[src/rtl/serial_rx_fifo.sv]
// Oversampled serial receiver with majority-vote bit recovery, configurable frame
// format, per-frame error flags and a first-word-fall-through receive FIFO.
module serial_rx_fifo #(
    parameter int DATA_BITS  = 7,
    parameter int OVERSAMPLE = 16,
    parameter int PARITY     = 1,
    parameter int STOP_BITS  = 1,
    parameter int FIFO_DEPTH = 4
) (
    input  logic                 clk,
    input  logic                 reset,
    input  logic                 data_in,
    output logic [DATA_BITS-1:0] rd_data,
    output logic                 rd_parity_err,
    output logic                 rd_frame_err,
    output logic                 rd_valid,
    input  logic                 rd_ready,
    output logic                 overrun,
    output logic                 busy
);

    localparam int M  = OVERSAMPLE / 2;
    localparam int CW = $clog2(OVERSAMPLE);
    localparam int BW = $clog2(DATA_BITS);
    localparam int AW = $clog2(FIFO_DEPTH);
    localparam int EW = DATA_BITS + 2;

    typedef enum logic [2:0] {
        ST_IDLE,
        ST_START,
        ST_DATA,
        ST_PARITY,
        ST_STOP
    } state_t;

    state_t               state, state_next;
    logic                 sync_meta, line, line_prev;
    logic [CW-1:0]        cnt;
    logic [BW-1:0]        bit_cnt;
    logic                 stop_cnt;
    logic                 samp_a, samp_b, maj;
    logic [DATA_BITS-1:0] shreg;
    logic                 parity_err, frame_err;
    logic                 start_edge, win_end, decide, last_stop;
    logic                 push_req, push_ok, pop, full;
    logic [EW-1:0]        push_entry, head;
    logic [EW-1:0]        mem [FIFO_DEPTH];
    logic [AW-1:0]        wr_ptr, rd_ptr;
    logic [AW:0]          count;

    // Synchroniser flops reset low so a line held low through reset never looks like a start edge.
    always_ff @(posedge clk) begin
        if (reset) begin
            sync_meta <= 1'b0;
            line      <= 1'b0;
            line_prev <= 1'b0;
        end else begin
            sync_meta <= data_in;
            line      <= sync_meta;
            line_prev <= line;
        end
    end

    assign start_edge = !line && line_prev;
    assign win_end    = (cnt == CW'(OVERSAMPLE - 1));
    assign decide     = (cnt == CW'(M + 1));
    assign last_stop  = (stop_cnt == 1'(STOP_BITS - 1));
    assign maj        = (samp_a & samp_b) | (samp_a & line) | (samp_b & line);
    assign push_entry = {shreg, parity_err, frame_err | !maj};
    assign busy       = (state != ST_IDLE);

    always_ff @(posedge clk) begin
        if (reset) begin
            state <= ST_IDLE;
        end else begin
            state <= state_next;
        end
    end

    always_comb begin
        state_next = state;
        push_req   = 1'b0;
        case (state)
            ST_IDLE: begin
                if (start_edge) state_next = ST_START;
            end
            ST_START: begin
                if (decide && maj) state_next = ST_IDLE;
                else if (win_end)  state_next = ST_DATA;
            end
            ST_DATA: begin
                if (win_end && bit_cnt == BW'(DATA_BITS - 1))
                    state_next = (PARITY != 0) ? ST_PARITY : ST_STOP;
            end
            ST_PARITY: begin
                if (win_end) state_next = ST_STOP;
            end
            ST_STOP: begin
                if (decide && last_stop) begin
                    push_req   = 1'b1;
                    state_next = ST_IDLE;
                end
            end
            default: state_next = ST_IDLE;
        endcase
    end

    // The edge-detect cycle counts as sample 0 of the start window.
    always_ff @(posedge clk) begin
        if (reset) begin
            cnt        <= '0;
            bit_cnt    <= '0;
            stop_cnt   <= 1'b0;
            samp_a     <= 1'b0;
            samp_b     <= 1'b0;
            shreg      <= '0;
            parity_err <= 1'b0;
            frame_err  <= 1'b0;
        end else begin
            if (state_next == ST_IDLE)  cnt <= '0;
            else if (state == ST_IDLE)  cnt <= CW'(1);
            else if (win_end)           cnt <= '0;
            else                        cnt <= cnt + CW'(1);

            if (cnt == CW'(M - 1)) samp_a <= line;
            if (cnt == CW'(M))     samp_b <= line;

            case (state)
                ST_START: begin
                    bit_cnt    <= '0;
                    stop_cnt   <= 1'b0;
                    parity_err <= 1'b0;
                    frame_err  <= 1'b0;
                end
                ST_DATA: begin
                    if (decide)  shreg   <= {maj, shreg[DATA_BITS-1:1]};
                    if (win_end) bit_cnt <= bit_cnt + BW'(1);
                end
                ST_PARITY: begin
                    if (decide) parity_err <= maj ^ (^shreg) ^ (PARITY == 2);
                end
                ST_STOP: begin
                    if (decide && !maj) frame_err <= 1'b1;
                    if (win_end)        stop_cnt  <= 1'b1;
                end
                default: ;
            endcase
        end
    end

    // A full FIFO still accepts a push when the head is popped in the same cycle.
    assign full     = (count == (AW + 1)'(FIFO_DEPTH));
    assign rd_valid = (count != '0);
    assign pop      = rd_valid && rd_ready;
    assign push_ok  = push_req && (!full || pop);

    always_ff @(posedge clk) begin
        if (reset) begin
            wr_ptr  <= '0;
            rd_ptr  <= '0;
            count   <= '0;
            overrun <= 1'b0;
        end else begin
            if (push_ok) wr_ptr <= wr_ptr + AW'(1);
            if (pop)     rd_ptr <= rd_ptr + AW'(1);
            case ({push_ok, pop})
                2'b10:   count <= count + (AW + 1)'(1);
                2'b01:   count <= count - (AW + 1)'(1);
                default: count <= count;
            endcase
            overrun <= push_req && full && !pop;
        end
    end

    always_ff @(posedge clk) begin
        if (push_ok && !reset) mem[wr_ptr] <= push_entry;
    end

    assign head          = mem[rd_ptr];
    assign rd_data       = rd_valid ? head[EW-1:2] : '0;
    assign rd_parity_err = rd_valid ? head[1] : 1'b0;
    assign rd_frame_err  = rd_valid ? head[0] : 1'b0;

endmodule

[config.mk]
export PLATFORM = sky130hd
export DESIGN_NAME = serial_rx_fifo
export DESIGN_NICKNAME = d
export VERILOG_FILES = /design/src/rtl/serial_rx_fifo.sv
export SDC_FILE = /design/constraint.sdc
export NUM_CORES = 1
export LEC_CHECK = 0
export CELL_PAD_IN_SITES_DETAIL_PLACEMENT = 1
export CELL_PAD_IN_SITES_GLOBAL_PLACEMENT = 1
export CORE_AREA = 8 8 101 126
export DETAILED_ROUTE_END_ITERATION = 8
export DIE_AREA = 0 0 109 134
export PLACE_DENSITY = 0.53
export SETUP_SLACK_MARGIN = 0.15
export SKIP_LAST_GASP = 1
export SYNTH_ARGS = -nofsm -noshare
export SYNTH_HDL_FRONTEND = slang
export SYNTH_SLANG_ARGS = --single-unit
[constraint.sdc]
create_clock -name clk -period 2.03 [get_ports clk]
set_input_delay 0.609 -clock clk [delete_from_list [all_inputs] [get_ports clk]]
set_output_delay 0.609 -clock clk [all_outputs]
set_load 0.02 [all_outputs]
==> results <==
- The run finished, with violations left.
- The checks that failed: negative setup slack.
- Counting the buffers created by CTS gives 9.
- The transition time of the tightest slew-check pin is 0.361 ns.
- The number of antenna diodes in the final layout is 0.
- The number of port buffers is 15.
- The detail route stage leaves a number of antenna-violating nets equal to 0.
- The fraction of layout cells with a size suffix above 1 is 33.3%.
- The share of flip-flops with an asynchronous set or reset is 0%.
- The utilization after layout is 38.2%.
- Summing the sequential cell areas from Yosys gives 56.5% of the chip area.
- The critical path endpoint category is a primary output.
- Data on the critical path arrives at its endpoint at 1.59 ns.
- Setup slack on the critical path of the routed design comes to -0.171 ns.
- Summed over all instances, the cell type with the most area after synthesis is edfxtp_1.
- The number of H-tree levels is 3.
- The net total in the final layout is 321.
- Traced cell by cell, the critical path runs through buf_12 -> mux4_2 -> nor2b_1 -> buf_2.
- Summed over all layers, the routed wires come to 6570 µm.
- The synthesis-to-layout area growth is 31.1%.
- Using the TritonRoute via totals, the vias-per-cell ratio works out to 4.55.
- The placeable core region is 10800 µm².
- The max-slew violation total from the final report came to 0.
- Entering global routing, the biggest net connects 18 pins.
- The count of final hold-check violations is 0.
- The number of instances in the placed design is 424.
- Together, buffers and inverters on the worst path number 2.
- The TritonCTS sink count is 71.
- In the final routed layout, each cell accounts on average for 14.7 µm.
- The area of all sequential standard cells is 1790 µm².
- The min-delay analysis places its worst path in the category reg2reg.
- The family with the most delay on the worst path is multiplexers.
- The post-detailed-placement half-perimeter wirelength is 4770 µm.
- The longest individual stage delay on the worst path is 0.50 ns.
- Fill cells in the final layout number 1156.
- By area the synthesized netlist is led by edfxtp_1, dfxtp_1, mux4_2.
- For the final database, setup skew stands at 0.00624 ns.
- Across the VDD grid, the largest voltage drop is 0.000399 V.
- The number of detailed-routing iterations run before antenna repair is 4.
- The final weighted congestion in routability-driven placement is 0.741.
- After clock tree synthesis, the flow added hold-fix buffers numbering 0.
- The cell at the root of the clock tree is clkbuf_16.
- Setup repair after global routing could not meet its margin everywhere.
- The routed design could run at a clock period as short as 2.20 ns.
- The finished layout holds 447 standard cells, fillers aside.
- The number of nets in the synthesized netlist is 270.
- The die covers 14600 µm².
- The highest fanout seen on the critical path is 9.
- Summing every instance area after synthesis gives 3150 µm².
- The total routing resource utilization after global routing is 9.81%.
- The number of global-route vias before repair is 2180.
- The total overflow left after global routing is 0.
- The worst-case clock buffer depth is 2.
- Synthesis handed over a netlist of 256 instances.
- The effective utilization at floorplan is 29.1%.
- The prevailing post-synth register cell is edfxtp_1.
- In this run the static leakage power is 1.66 nW.
- The synthesized flop and latch total is 71.
- During I/O placement, the number of pins put on the boundary was 16.
- The horizontal die dimension is 109 µm.
- From bottom edge to top edge, the die measures 134 µm.
- The data required time at the worst endpoint is 1.42 ns.
- The cell area after placement is 3680 µm².
- The count of cell types in the netlist is 50.
- The number of standard-cell rows in the floorplan is 43.
- The via count of the routed design is 2035.
- The number of antenna violations at the first check in global routing is 0.
- The total design power is 4.37 mW.
- The final instance area is 4130 µm².
- The area fraction of the dominant cell type after synthesis is 34.3%.
- For this design, the slowest cell found on the critical path is mux4_2.
- Clock-pin slew was measured on the worst setup and hold paths at 0.06 ns.
- Across the run, the number of max-cap violations was 0.
- The kind of launch point of the worst setup path is a register.
- The worst setup path is of the reg2out kind.
- The maximum clock frequency is 0.454 GHz.
- Measured against its own limit, the worst slew margin works out to 75.7%.
- For this run, design rule violations remaining after detail routing come to 0.
- Summing all multi-input logic gate instances after layout gives 1350 µm².
- The global-route wire length before repair is 11000 µm.
- The synthesis warning total is 0.
- Of the available clock period, the critical path in the final layout requires 108%.
- The insertion delay to the later sink of the worst-skew pair is 0.33 ns.
- Setup violations remaining at the end of the flow were counted as 9.
- In this run, the number of DRC markers left after iteration 0 of detailed routing was 43.
- The count of flip-flops with a built-in enable after synthesis is 36.
- TritonCTS built the clock tree.
- Dividing total power by cell area gives a power density of 1060 nW/µm².
- The average instance in the mapped netlist occupies 12.3 µm².
- The pre-CTS setup slack is -0.448 ns.
[per-stage QoR]
stage          setup TNS, ns  hold slack (ns)
6_report               -1.41            0.453
5_1_grt                -2.00            0.471
4_1_cts                -1.67            0.455
3_5_place_dp          -18.05            0.443
3_3_place_gp          -16.57            0.428
2_1_floorplan              0            0.414
[flip-flops by register name, indices dropped and copies added, names as in the netlist, named ones only]
register,count
cnt,4
parity_err,1
wr_ptr,2
stop_cnt,1
mem,36
samp_b,1
sync_meta,1
line_prev,1
overrun,1
state,3
samp_a,1
count,3
line,1
bit_cnt,3
shreg,7
frame_err,1
rd_ptr,2
[Yosys cell counts (5+ instances only)]
cell type and instances:
a21oi_1 6, mux4_2 9, nor2_1 31, nand2_1 10, nor2b_1 15, edfxtp_1 36, ha_1 9, buf_2 5
xor2_1 5, clkbuf_1 6, inv_1 10, and2_1 6, mux2i_1 10, xnor2_1 6, dfxtp_1 35
[power breakdown]
group | switching, mW | internal, mW | leakage [nW]
Sequential | 0.0342 | 1.54 | 0.613
Clock | 0.592 | 1.20 | 0.170
Combinational | 0.483 | 0.517 | 0.879
[per-layer routing]
| layer | up-vias | routed length (µm) | part of all wire (%) | GRT usage, % |
|---|---|---|---|---|
| met5 | - | 0 | 0 | 0 |
| met4 | 0 | 136 | 2.1 | 5.72 |
| met2 | 24 | 3390 | 52 | 17.2 |
| li1 | 1014 | - | - | - |
| met1 | 988 | 2810 | 43 | 10.3 |
| met3 | 9 | 243 | 3.7 | 2.26 |
[layout make-up]
cell class / instances / share of cell area, %
Sequential cell: 71 / 43.4
Tap cell: 135 / 4.09
Timing Repair Buffer: 54 / 10.6
Multi-Input combinational cell: 161 / 32.7
Clock inverter: 7 / 2.94
Clock buffer: 9 / 5.45
Inverter: 10 / 0.908
[path summary, 6_finish.rpt]
path | startpoint | to | slack, ns | cells past startpoint
worst max register to register | cnt[1] | count[2] | 0.04 | 8
worst min-delay path | sync_meta | line | 0.45 | 1
worst max-delay path | register | rd_data[4] | -0.17 | 4
worst min register to register | sync_meta | line | 0.45 | 1
[placed cells by master (no fill, tap or decap), types with 3 or more instances in the layout]
cell type | netlist | final
inv_1 | 10 | 9
bufinv_16 | 0 | 3
nor2_1 | 31 | 30
nand3_1 | 4 | 4
nand2_1 | 10 | 10
mux2_4 | 0 | 3
a21oi_1 | 6 | 5
mux2i_1 | 10 | 10
ha_1 | 9 | 8
buf_12 | 0 | 3
xnor2_1 | 6 | 6
nor2b_1 | 15 | 15
and2_2 | 0 | 4
nand2b_1 | 3 | 3
clkinv_4 | 0 | 3
edfxtp_1 | 36 | 36
dfxtp_1 | 35 | 29
buf_4 | 0 | 35
clkbuf_16 | 0 | 9
mux4_2 | 9 | 9
xor2_1 | 5 | 5
buf_2 | 5 | 10
dfxtp_2 | 0 | 5
o21ai_0 | 3 | 3
[cells by family (layout without fill, tap and decap cells)]
| logic type | after synthesis | after routing | synth area share [%] |
|---|---|---|---|
| simple gates | 87 | 87 | 14.5 |
| flops | 71 | 71 | 56.5 |
| compound gates | 29 | 29 | 6.63 |
| buf+inv | 24 | 80 | 3.33 |
| mux | 22 | 22 | 10.7 |
| xor+xnor | 12 | 12 | 3.77 |
| fa+ha+maj | 11 | 11 | 4.53 |
[timing repair]
action | in CTS | in global routing
pin swaps | 5 | 2
gates cloned | 0 | 0
buffers inserted | 6 | 1
gates resized for setup | 68 | 8
endpoints found under the setup margin | 53 | 14
No activity file was read; power rests on OpenSTA's default activity.
